## config.mk

```make
export PLATFORM = sky130hd
export DESIGN_NAME = alu_issue_ctrl
export DESIGN_NICKNAME = d
export VERILOG_FILES = /design/src/rtl/alu_pkg.sv /design/src/rtl/alu_ctrl_decode.sv /design/src/rtl/alu_issue_ctrl.sv
export SDC_FILE = /design/constraint.sdc
export NUM_CORES = 1
export LEC_CHECK = 0
export CAP_MARGIN = 30
export CORE_MARGIN = 1.5
export CORE_UTILIZATION = 42
export CTS_CLUSTER_SIZE = 16
export DETAILED_ROUTE_END_ITERATION = 16
export GPL_ROUTABILITY_DRIVEN = 1
export GPL_TIMING_DRIVEN = 1
export PLACE_DENSITY_LB_ADDON = 0.12
export SLEW_MARGIN = 0
export SYNTH_ARGS = -nofsm -noshare
export SYNTH_HDL_FRONTEND = slang
export SYNTH_HIERARCHICAL = 1
export SYNTH_SLANG_ARGS = --single-unit
export TNS_END_PERCENT = 30
```

## constraint.sdc

```tcl
create_clock -name clk -period 5.16 [get_ports clk]
set_input_delay 0.774 -clock clk [delete_from_list [all_inputs] [get_ports clk]]
set_output_delay 0.774 -clock clk [all_outputs]
set_load 0.005 [all_outputs]
```

## src/rtl/alu_pkg.sv

```systemverilog
// Shared ALU encodings: control codes, ALUOp/funct fields and the issue FSM states.
package alu_pkg;

  localparam int unsigned ALU_WIDTH = 48;

  localparam logic [3:0] ALU_AND = 4'h0;
  localparam logic [3:0] ALU_OR  = 4'h1;
  localparam logic [3:0] ALU_ADD = 4'h2;
  localparam logic [3:0] ALU_SUB = 4'h6;
  localparam logic [3:0] ALU_SLT = 4'h7;
  localparam logic [3:0] ALU_NOR = 4'hC;

  localparam logic [1:0] ALUOP_ADD   = 2'b00;
  localparam logic [1:0] ALUOP_SUB   = 2'b01;
  localparam logic [1:0] ALUOP_FUNCT = 2'b10;
  localparam logic [1:0] ALUOP_RSVD  = 2'b11;

  localparam logic [5:0] FUNCT_ADD = 6'b100000;
  localparam logic [5:0] FUNCT_SUB = 6'b100010;
  localparam logic [5:0] FUNCT_AND = 6'b100100;
  localparam logic [5:0] FUNCT_OR  = 6'b100101;
  localparam logic [5:0] FUNCT_SLT = 6'b101010;
  localparam logic [5:0] FUNCT_NOR = 6'b100111;

  typedef enum logic [1:0] {
    ST_IDLE,
    ST_ISSUE,
    ST_CAPTURE,
    ST_RESP
  } state_t;

endpackage

```

## src/rtl/alu_ctrl_decode.sv

```systemverilog
// Combinational {aluop, funct} -> 4-bit ALU control code plus illegal flag.
module alu_ctrl_decode
  import alu_pkg::*;
(
  input  logic [1:0] aluop,
  input  logic [5:0] funct,
  output logic [3:0] control,
  output logic       illegal
);

  always_comb begin
    control = ALU_AND;
    illegal = 1'b0;
    case (aluop)
      ALUOP_ADD: control = ALU_ADD;
      ALUOP_SUB: control = ALU_SUB;
      ALUOP_FUNCT: begin
        case (funct)
          FUNCT_ADD: control = ALU_ADD;
          FUNCT_SUB: control = ALU_SUB;
          FUNCT_AND: control = ALU_AND;
          FUNCT_OR:  control = ALU_OR;
          FUNCT_SLT: control = ALU_SLT;
          FUNCT_NOR: control = ALU_NOR;
          default:   illegal = 1'b1;
        endcase
      end
      default: illegal = 1'b1;
    endcase
  end

endmodule

```

## src/rtl/alu_issue_ctrl.sv

```systemverilog
// Issues decoded requests to a registered ALU, waits out its latency and returns the result.
module alu_issue_ctrl
  import alu_pkg::*;
#(
  parameter int unsigned WIDTH = ALU_WIDTH,
  parameter int unsigned TAG_W = 4
) (
  input  logic             clk,
  input  logic             rst_n,
  input  logic             req_valid,
  output logic             req_ready,
  input  logic [1:0]       req_aluop,
  input  logic [5:0]       req_funct,
  input  logic [WIDTH-1:0] req_opa,
  input  logic [WIDTH-1:0] req_opb,
  input  logic [TAG_W-1:0] req_tag,
  output logic [WIDTH-1:0] alu_a,
  output logic [WIDTH-1:0] alu_b,
  output logic [3:0]       alu_control,
  input  logic [WIDTH-1:0] alu_result,
  input  logic             alu_zero,
  output logic             rsp_valid,
  input  logic             rsp_ready,
  output logic [WIDTH-1:0] rsp_result,
  output logic             rsp_zero,
  output logic             rsp_illegal,
  output logic [TAG_W-1:0] rsp_tag
);

  state_t     state, state_n;
  logic [3:0] dec_control;
  logic       dec_illegal;
  logic       ld_issue, ld_illegal, ld_capture, rsp_done;

  alu_ctrl_decode u_decode (
    .aluop   (req_aluop),
    .funct   (req_funct),
    .control (dec_control),
    .illegal (dec_illegal)
  );

  assign req_ready = (state == ST_IDLE) && rst_n;

  always_ff @(posedge clk or negedge rst_n) begin
    if (!rst_n) state <= ST_IDLE;
    else        state <= state_n;
  end

  always_comb begin
    state_n    = state;
    ld_issue   = 1'b0;
    ld_illegal = 1'b0;
    ld_capture = 1'b0;
    rsp_done   = 1'b0;
    case (state)
      ST_IDLE: begin
        if (req_valid && req_ready) begin
          if (dec_illegal) begin
            ld_illegal = 1'b1;
            state_n    = ST_RESP;
          end else begin
            ld_issue = 1'b1;
            state_n  = ST_ISSUE;
          end
        end
      end
      ST_ISSUE: state_n = ST_CAPTURE;
      ST_CAPTURE: begin
        ld_capture = 1'b1;
        state_n    = ST_RESP;
      end
      ST_RESP: begin
        if (rsp_ready) begin
          rsp_done = 1'b1;
          state_n  = ST_IDLE;
        end
      end
      default: state_n = ST_IDLE;
    endcase
  end

  // Tag is captured straight into rsp_tag: it only changes on accept, when no response is pending.
  always_ff @(posedge clk or negedge rst_n) begin
    if (!rst_n) begin
      alu_a       <= '0;
      alu_b       <= '0;
      alu_control <= ALU_AND;
      rsp_valid   <= 1'b0;
      rsp_result  <= '0;
      rsp_zero    <= 1'b0;
      rsp_illegal <= 1'b0;
      rsp_tag     <= '0;
    end else begin
      if (ld_issue || ld_illegal) rsp_tag <= req_tag;
      if (ld_issue) begin
        alu_a       <= req_opa;
        alu_b       <= req_opb;
        alu_control <= dec_control;
      end
      if (ld_illegal) begin
        rsp_result  <= '0;
        rsp_zero    <= 1'b0;
        rsp_illegal <= 1'b1;
        rsp_valid   <= 1'b1;
      end
      if (ld_capture) begin
        rsp_result  <= alu_result;
        rsp_zero    <= alu_zero;
        rsp_illegal <= 1'b0;
        rsp_valid   <= 1'b1;
      end
      if (rsp_done) rsp_valid <= 1'b0;
    end
  end

endmodule

```

==> results.yml <==
run_status:
  status: "finished, final reports clean"
power:
  p_comb_share_pct: 42.7
  irDropWorstVdd_mv: 0.313
  p_clk_share_pct: 21.5
  share_seq_of_total_power_pct: 35.8
  powerDensity_nw_per_um2: 591
  finalPower_mw: 6.10
  p_sw_share_pct: 26.4
  switchingPower_mw: 1.61
  power_leakage_nw: 4.81
  intPower_mw: 4.49
die:
  core_area_um2: 15100
  die_h_um: 127
  die-area_um2: 16200
  start_util_pct: 42.7
  die_w_um: 127
  io_pins: 317
  num_rows: 45
synthesis:
  yosysTopAreaCell: "dfrtp_1"
  synth.avg_cell_area_um2: 17.4
  synthTopCellsByArea: "dfrtp_1 (61%), mux2_4 (23%), a22o_1 (6.6%)"
  synth_async_sr_flop_share_pct: 100
  synth_nets: 536
  netlist_area_um2: 6470
  ys_ff_latch: 157
  ys_seq_area_share_pct: 60.7
  synth_edf_count: 0
  yosysUniqueCellTypes: 30
  synthCells: 371
  ys.flop_type: "dfrtp_1"
  yosysWarnings: 6
  yosysTopAreaCellShare_pct: 60.7
cts:
  cts_num_sinks: 157
  root_buffer: "clkbuf_16"
  cts_setup_buffers: 0
  ctsResizeCount: 0
  clkTransAtPathRegs_ns: 0.06
  clk_path_buf_depth: 2
  cts_tree: "built"
  clock_latency_ns: 0.41
  cts_hold_buffers: 0
  cts_inserted_buffers: 17
  h-tree-depth: 4
route:
  wl_per_cell_um: 18.8
  drtPass1Iterations: 4
  drtIter0Drc: 175
  antenna_left: 0
  viasPerCell: 4.92
  vias: 4381
  drcViolationCount: 0
  drt_wl_total_um: 16700
flow_run:
  max_cap_violations: 0
timing:
  fin_crit_ns: 3.06
  finalCritPeriodShare_pct: 59.3
  skew_ns: 0.00692
  setup_viol: 0
  fin_setup_tns_ns: 0
  max_slew_margin_pct: 40.4
  hold_violations: 0
  worst_pin_slew_ns: 0.895
  rsz0062_at_grt: "no"
  fmax_mhz: 327
  drv_slew: 0
worst_setup_path:
  slowest_stage: "buf_6"
  r2r_end: "alu_a[46]$_DFFE_PN0P_"
  worstRegToRegCells: 6
  r2r_start: "state[1]$_DFFE_PN0P_"
  required_ns: 4.39
  end_kind: "primary output"
  crit_path_start: "rst_n"
  worst-path-max-fanout: 88
  cp-endpoint: "req_ready"
  crit_chain: "buf_6 > and2_1 > clkdlybuf4s50_1"
  crit_path_start_kind: "input port"
  r2r_slack_ns: 2.82
  critPathKind: "in -> out"
  worstPathArrival_ns: 2.28
  slowest_delay_ns: 0.55
global_routing:
  antenna_found_initial: 0
  grt_overflow: 0
  track_usage_pct: 20.9
  grt_max_degree: 89
  grt_pass1_wl_um: 26000
  grt_pass1_vias: 4813
layout:
  drive_gt1_share_pct: 21.4
  diodes: 0
  final_common_cell: "clkdlybuf4s50_1"
  layout_common_cells: "clkdlybuf4s50_1 (315), dfrtp_1 (157), mux2_4 (101), a22o_1 (49), clkbuf_16 (17)"
  layout.nets: 855
  area_growth_pct: 59.4
  fillers: 1084
placement:
  dp_hpwl_um: 12000
  gp_congestion: 0.810
  numPortBuffers: 316
worst_hold_path:
  holdCritPathClass: "in -> async"
## per-layer routing
layer | vias up | routed length [um] | track usage, %
met3 | 36 | 1280 | 7.87
li1 | 1982 | - | -
met1 | 2171 | 6380 | 23.5
met2 | 192 | 8440 | 35.2
met4 | 0 | 607 | 10.3
met5 | - | 0 | 0
## cell usage after synthesis, drive strengths merged (3+ instances only)
cell    number
nor2         3
mux2i        3
clkbuf       6
buf         16
ha           4
inv          4
mux2       105
dfrtp      157
a22o        49
nand2        4
## cells by family after synthesis
group           after synthesis  synth area share, %
compound gates               58                 7.70
buf+inv                      26                 4.37
fa+ha+maj                     4                0.774
flops                       157                 60.7
mux                         108                 24.6
simple gates                 18                 1.82
## metrics by stage
stage / hold slack, ns / instance area, um^2 / utilization [%] / worst slack (ns) / cells
final: 0.397 / 10300 / 68.1 / 2.10 / 890
after global routing: 0.473 / 10300 / 68.1 / 1.95 / 890
after CTS: 0.435 / 10300 / 67.9 / 2.05 / 889
after detailed placement: 0.479 / 9670 / 63.8 / 1.72 / 858
after global placement: 0.480 / 9670 / 63.8 / 1.80 / 858
after floorplan: 0.478 / 6470 / - / 2.93 / 371
## flip-flops by register name (all words and copies together), names as in the netlist
register and cells:
alu_a 48, alu_b 48, rsp_result 48, alu_control 4, rsp_tag 4, state 2, rsp_illegal 1, rsp_valid 1
rsp_zero 1
## power by group through the flow
stage	logic, mW	clock network, mW	registers [mW]
2_1_floorplan	1.04	0	2.20
3_3_place_gp	2.57	0	2.17
3_5_place_dp	2.61	0	2.18
4_1_cts	2.62	1.34	2.19
5_1_grt	2.78	1.40	2.25
6_report	2.60	1.31	2.18
## final cells by class
cell class	count	area [um^2]	share of cell area, %
clock buffer	20	457	4.43
clock inverter	11	166	1.61
inverter	4	15.0	0.146
multi-input combinational	188	2270	22.1
sequential	157	3930	38.1
tap	188	235	2.28
timing repair buffer	322	3230	31.4
## worst min path at each step
stage	startpoint	end	slack, ns
after floorplan	rst_n	alu_a[0]$_DFFE_PN0P_	0.48
after global placement	rsp_result[31]$_DFFE_PN0P_	rsp_result[31]$_DFFE_PN0P_	0.48
after detailed placement	rsp_result[24]$_DFFE_PN0P_	rsp_result[24]$_DFFE_PN0P_	0.48
after CTS	rst_n	alu_a[40]$_DFFE_PN0P_	0.43
after global routing	rst_n	alu_a[32]$_DFFE_PN0P_	0.47
final	rst_n	alu_a[40]$_DFFE_PN0P_	0.40
## worst max-delay path: cells and delay by family
kind | cells | cell delay (ns)
buffers and inverters | 2 | 1.10
AND/OR/NAND/NOR | 1 | 0.32
Note: power is estimated with default switching activity, not from simulation.
